File: config.mk
export PLATFORM = sky130hd
export DESIGN_NAME = sdram_burst_master
export DESIGN_NICKNAME = d
export VERILOG_FILES = /design/src/rtl/sdram_burst_master.sv
export SDC_FILE = /design/constraint.sdc
export NUM_CORES = 1
export LEC_CHECK = 0
export BUFFER_PORTS_ARGS = -buffer_cell sky130_fd_sc_hd__clkbuf_2
export CORE_MARGIN = 5
export CORE_UTILIZATION = 57
export DETAILED_ROUTE_END_ITERATION = 6
export HOLD_SLACK_MARGIN = 0.06
export PLACE_DENSITY_LB_ADDON = 0.25
export RECOVER_POWER = 25
export SKIP_CTS_REPAIR_TIMING = 1
export SLEW_MARGIN = 20
export SYNTH_ARGS = -nofsm -noshare
export SYNTH_HDL_FRONTEND = slang
export SYNTH_SLANG_ARGS = --single-unit
File: constraint.sdc
create_clock -name clk -period 5.6 [get_ports clk]
set_input_delay 0.56 -clock clk [delete_from_list [all_inputs] [get_ports clk]]
set_output_delay 0.56 -clock clk [all_outputs]
set_load 0.01 [all_outputs]
File: src/rtl/sdram_burst_master.sv
// Burst initiator for the SDRAM controller user ports: arbitrates write/read FIFO service,
// issues full-length bursts, steers FIFO strobes from the acks and walks circular address windows.
module sdram_burst_master #(
  parameter int          DATA_W        = 16,
  parameter logic [9:0]  WR_BURST      = 10'd256,
  parameter logic [9:0]  RD_BURST      = 10'd256,
  parameter logic [23:0] WR_MIN_ADDR   = 24'd0,
  parameter logic [23:0] WR_MAX_ADDR   = 24'd768000,
  parameter logic [23:0] RD_MIN_ADDR   = 24'd0,
  parameter logic [23:0] RD_MAX_ADDR   = 24'd768000,
  parameter logic [10:0] RD_FIFO_DEPTH = 11'd1024
) (
  input  logic              clk,
  input  logic              rst_n,
  input  logic              sdram_init_done,
  input  logic [10:0]       wr_fifo_level,
  output logic              wr_fifo_rd_en,
  input  logic [DATA_W-1:0] wr_fifo_dout,
  input  logic [10:0]       rd_fifo_level,
  output logic              rd_fifo_wr_en,
  output logic [DATA_W-1:0] rd_fifo_din,
  input  logic              rd_enable,
  input  logic              wr_load,
  input  logic              rd_load,
  output logic              sdram_wr_req,
  input  logic              sdram_wr_ack,
  output logic [23:0]       sdram_wr_addr,
  output logic [9:0]        sdram_wr_burst,
  output logic [DATA_W-1:0] sdram_din,
  output logic              sdram_rd_req,
  input  logic              sdram_rd_ack,
  output logic [23:0]       sdram_rd_addr,
  output logic [9:0]        sdram_rd_burst,
  input  logic [DATA_W-1:0] sdram_dout,
  output logic              burst_err
);

  localparam logic [2:0] S_IDLE    = 3'd0;
  localparam logic [2:0] S_WR_REQ  = 3'd1;
  localparam logic [2:0] S_WR_DATA = 3'd2;
  localparam logic [2:0] S_WR_DONE = 3'd3;
  localparam logic [2:0] S_RD_REQ  = 3'd4;
  localparam logic [2:0] S_RD_DATA = 3'd5;
  localparam logic [2:0] S_RD_DONE = 3'd6;

  logic [2:0]        state;
  logic [23:0]       wr_ptr, rd_ptr;
  logic [10:0]       wr_cnt, rd_cnt;
  logic              wr_load_pend, rd_load_pend;
  logic              last_rd;
  logic              wr_req_q, rd_req_q;
  logic              rd_push_q;
  logic [DATA_W-1:0] rd_data_q;
  logic              err_q;

  logic              wr_active, rd_active, wr_busy, rd_busy;
  logic              wr_ok, rd_ok, pick_wr, pick_rd;
  logic [11:0]       rd_space;
  logic [24:0]       wr_sum, wr_end, rd_sum, rd_end;
  logic [23:0]       wr_adv, rd_adv;

  always_comb begin
    wr_active = (state == S_WR_REQ) || (state == S_WR_DATA);
    rd_active = (state == S_RD_REQ) || (state == S_RD_DATA);
    wr_busy   = wr_active || (state == S_WR_DONE);
    rd_busy   = rd_active || (state == S_RD_DONE);

    wr_ok    = wr_fifo_level >= {1'b0, WR_BURST};
    rd_space = {1'b0, RD_FIFO_DEPTH} - {1'b0, rd_fifo_level};
    rd_ok    = rd_enable && !rd_space[11] && (rd_space[10:0] >= {1'b0, RD_BURST});
    // On a tie, serve whichever side was not served last.
    pick_wr  = wr_ok && (!rd_ok || last_rd);
    pick_rd  = rd_ok && (!wr_ok || !last_rd);

    // Wrap early so a burst never straddles the end of the window.
    wr_sum = {1'b0, wr_ptr} + {15'd0, WR_BURST};
    wr_end = wr_sum + {15'd0, WR_BURST};
    wr_adv = (wr_end > {1'b0, WR_MAX_ADDR}) ? WR_MIN_ADDR : wr_sum[23:0];
    rd_sum = {1'b0, rd_ptr} + {15'd0, RD_BURST};
    rd_end = rd_sum + {15'd0, RD_BURST};
    rd_adv = (rd_end > {1'b0, RD_MAX_ADDR}) ? RD_MIN_ADDR : rd_sum[23:0];
  end

  always_ff @(posedge clk or negedge rst_n) begin
    if (!rst_n) begin
      state        <= S_IDLE;
      wr_ptr       <= WR_MIN_ADDR;
      rd_ptr       <= RD_MIN_ADDR;
      wr_cnt       <= '0;
      rd_cnt       <= '0;
      wr_load_pend <= 1'b0;
      rd_load_pend <= 1'b0;
      last_rd      <= 1'b1;
      wr_req_q     <= 1'b0;
      rd_req_q     <= 1'b0;
      rd_push_q    <= 1'b0;
      rd_data_q    <= '0;
      err_q        <= 1'b0;
    end else begin
      rd_push_q <= rd_active && sdram_rd_ack;
      if (rd_active && sdram_rd_ack)
        rd_data_q <= sdram_dout;

      if (wr_load && !wr_busy)
        wr_ptr <= WR_MIN_ADDR;
      else if (wr_load)
        wr_load_pend <= 1'b1;
      if (rd_load && !rd_busy)
        rd_ptr <= RD_MIN_ADDR;
      else if (rd_load)
        rd_load_pend <= 1'b1;

      case (state)
        S_IDLE: begin
          if (sdram_init_done && pick_wr) begin
            state    <= S_WR_REQ;
            wr_req_q <= 1'b1;
            wr_cnt   <= '0;
          end else if (sdram_init_done && pick_rd) begin
            state    <= S_RD_REQ;
            rd_req_q <= 1'b1;
            rd_cnt   <= '0;
          end
        end
        S_WR_REQ: begin
          if (sdram_wr_ack) begin
            wr_req_q <= 1'b0;
            wr_cnt   <= 11'd1;
            state    <= S_WR_DATA;
          end
        end
        S_WR_DATA: begin
          if (sdram_wr_ack) wr_cnt <= wr_cnt + 11'd1;
          else              state  <= S_WR_DONE;
        end
        S_WR_DONE: begin
          if (wr_cnt != {1'b0, WR_BURST}) err_q <= 1'b1;
          wr_ptr       <= (wr_load || wr_load_pend) ? WR_MIN_ADDR : wr_adv;
          wr_load_pend <= 1'b0;
          last_rd      <= 1'b0;
          state        <= S_IDLE;
        end
        S_RD_REQ: begin
          if (sdram_rd_ack) begin
            rd_req_q <= 1'b0;
            rd_cnt   <= 11'd1;
            state    <= S_RD_DATA;
          end
        end
        S_RD_DATA: begin
          if (sdram_rd_ack) rd_cnt <= rd_cnt + 11'd1;
          else              state  <= S_RD_DONE;
        end
        S_RD_DONE: begin
          if (rd_cnt != {1'b0, RD_BURST}) err_q <= 1'b1;
          rd_ptr       <= (rd_load || rd_load_pend) ? RD_MIN_ADDR : rd_adv;
          rd_load_pend <= 1'b0;
          last_rd      <= 1'b1;
          state        <= S_IDLE;
        end
        default: state <= S_IDLE;
      endcase
    end
  end

  assign wr_fifo_rd_en  = wr_active && sdram_wr_ack;
  assign rd_fifo_wr_en  = rd_push_q;
  assign rd_fifo_din    = rd_data_q;
  assign sdram_wr_req   = wr_req_q;
  assign sdram_wr_addr  = wr_ptr;
  assign sdram_wr_burst = WR_BURST;
  assign sdram_din      = wr_fifo_dout;
  assign sdram_rd_req   = rd_req_q;
  assign sdram_rd_addr  = rd_ptr;
  assign sdram_rd_burst = RD_BURST;
  assign burst_err      = err_q;

endmodule

==> metrics.cfg <==
[status]
outcome = finished, final reports clean

[place]
port_buffers = 90
dp_slack_ps = 1960
place_congestion = 0.916
dp_hpwl_microns = 10200
dp.cells = 879

[global_routing]
overflow = 0
grt_pass1_wl_microns = 24100
grt_max_degree = 81
grt_pass1_vias = 5131
grt_antenna_before_repair = 0
grt_usage_pct = 22.9

[timing]
worstMarginPinSlew_ps = 982
drv_slew = 0
fmax_ghz = 0.266
tns_ps = 0
max_slew_margin_pct = 34.0
finalCritPeriodShare_pct = 67.1
worst_slack_ps = 1840
whs_ps = 211
rsz0062_at_grt = false
finalSetupViolCount = 0
period_needed_ps = 3760
hold_viol_final = 0
fin_skew_ps = 9.08

[final_layout]
n_antenna_cell = 0
area_growth_pct = 7.49
layout-drive-gt1-share_pct = 17.8
nFillCells = 875
layoutNonFillerInstCount = 895
seqCellArea_sq_mm = 0.00200
multiInputGateArea_sq_mm = 0.00328
nNetsFinal = 829

[die]
start_util_pct = 58.9
io_pins = 167
die_h_microns = 111
rows = 36
die_w_microns = 111
die_area_sq_mm = 0.0123
coreArea_sq_mm = 0.00982

[yosys]
yosysTopAreaCell = dfrtp_1
syn_inst = 704
yosysTopAreaCellShare_pct = 34.2
synth_seq_cells = 80
synth_area_leaders = dfrtp_1, nand2_1, buf_4
seq_area_frac_synth_pct = 34.7
synth_enable_flop_cells = 0
ys.warnings.count = 0
synth_cell_types = 85
syn_area_per_cell_sq_um = 8.21
syn_area_sq_mm = 0.00578
synth-async-reset-ratio_pct = 100
ys.flop_type = dfrtp_1

[worst_setup_path]
end_kind = flop
critPathKind = reg -> reg
required_ps = 5890
crit_fanout = 14
crit_arrival_ps = 4050
critPathLaunchType = flop

[clocking]
cts_tree = done
htree_levels = 3
cts_buffers = 9
cts.sinks = 80
clkLatencyLatePin_ps = 360
root_buffer = clkbuf_8
cts.clk_slew.worst_paths_ps = 90
clockBufferDepth = 2

[power_and_ir_drop]
leakagePower_nw = 2.85
ir_drop_mv = 0.236
power_density_mw_per_mm2 = 265

[drt]
avgViaCountPerCell = 5.80
ant_nets = 0
wl_per_cell_microns = 15.7
dr_total_vias = 5193
drc = 0
routed_wl_microns = 14000
dr.first_iter.drc_count = 240
drt_first_pass_iters = 5

[job]
max-cap-violations = 0

[hold_path]
min_path_type = in -> async

## where the power goes
part           switching, mW  internal, mW
clock                  0.232         0.251
combinational          0.247         0.150
sequential             0.101         0.663
total                  0.580          1.06
## cells in the final DEF (no fill, tap or decap), drive strengths merged, types with 18 or more instances in the layout
| master | instances |
|---|---|
| xor2 | 23 |
| nor2 | 59 |
| xnor2 | 18 |
| inv | 24 |
| nand3 | 26 |
| nor3 | 21 |
| dfrtp | 79 |
| o21ai | 46 |
| conb | 36 |
| nand2 | 115 |
| a21oi | 25 |
| clkbuf | 98 |
## critical path: stages, from the launching register on
cell and delay [ps]:
dfrtp_1 620, ha_1 540, xor2_1 280, nor4b_1 460, o21a_1 290, and3_1 230
mux2i_1 190, o2111a_1 190, o311ai_1 110, a21oi_2 410, o21ai_1 170, a31oi_1 190
## area by class of cell
class,instances,area share [%]
clock buffer,9,1.99
sequential,80,32.2
inverter,24,1.45
multi-input combinational,552,52.8
timing repair buffer,90,7.35
clock inverter,7,1.51
tap,133,2.68
## metrics by stage
step           cell area, sq um  power, mW  utilization [%]
6_report                   6210       1.64             63.3
5_1_grt                    6210       1.75             63.3
4_1_cts                    6210       1.66             63.2
3_5_place_dp               5990       1.17             61.0
3_3_place_gp               5990       1.15             61.0
2_1_floorplan              5910       1.05                -
## logic make-up (layout without fill, tap and decap cells)
logic type,after synthesis,count (layout),share of synthesized area [%]
AND/OR/NAND/NOR,315,315,28.0
AO/OA/AOI/OAI,143,143,16.6
buffers and inverters,106,130,10.8
flip-flops,80,80,34.7
XOR/XNOR,41,41,6.34
adder cells (fa/ha/maj),10,10,2.16
multiplexers,7,7,1.26
other,2,36,0.130
## final timing paths
check                                  from                 to  slack (ps)  cells past startpoint
max reg2reg                sdram_rd_addr[8]  sdram_rd_addr[20]        1840                     11
max in group asynchronous             rst_n  sdram_wr_addr[18]        4880                      1
min                                   rst_n      rd_fifo_wr_en         210                      1
min in group clk              sdram_dout[3]     rd_fifo_din[3]         380                      3
min reg2reg                  rd_fifo_din[9]     rd_fifo_din[9]         480                      2
max                        sdram_rd_addr[8]  sdram_rd_addr[20]        1840                     11
## per-layer routing
layer	up-vias	GRT usage (%)	routed length [microns]	share of wire, %
li1	2489	-	-	-
met1	2483	28.8	5990	43
met2	192	38.7	6860	49
met3	29	5.08	956	6.8
met4	0	8.13	216	1.5
met5	-	0	0	0
## synth_stat cells (12+ instances only)
| master | number |
|---|---|
| nand2_1 | 115 |
| nor3_1 | 17 |
| xnor2_1 | 18 |
| xor2_1 | 22 |
| clkbuf_1 | 12 |
| nand4_1 | 13 |
| inv_1 | 22 |
| dfrtp_1 | 79 |
| buf_4 | 53 |
| a21oi_1 | 23 |
| o21ai_0 | 40 |
| nand3_1 | 25 |
| and3_1 | 12 |
| nor2_1 | 58 |
## state kept, by name, indices dropped and copies added (netlist names), 3 cells and up
register and flops:
rd_fifo_din 16, sdram_rd_addr 16, sdram_wr_addr 16, rd_cnt 11
wr_cnt 11, state 3
(Power assumes the default switching activity.)
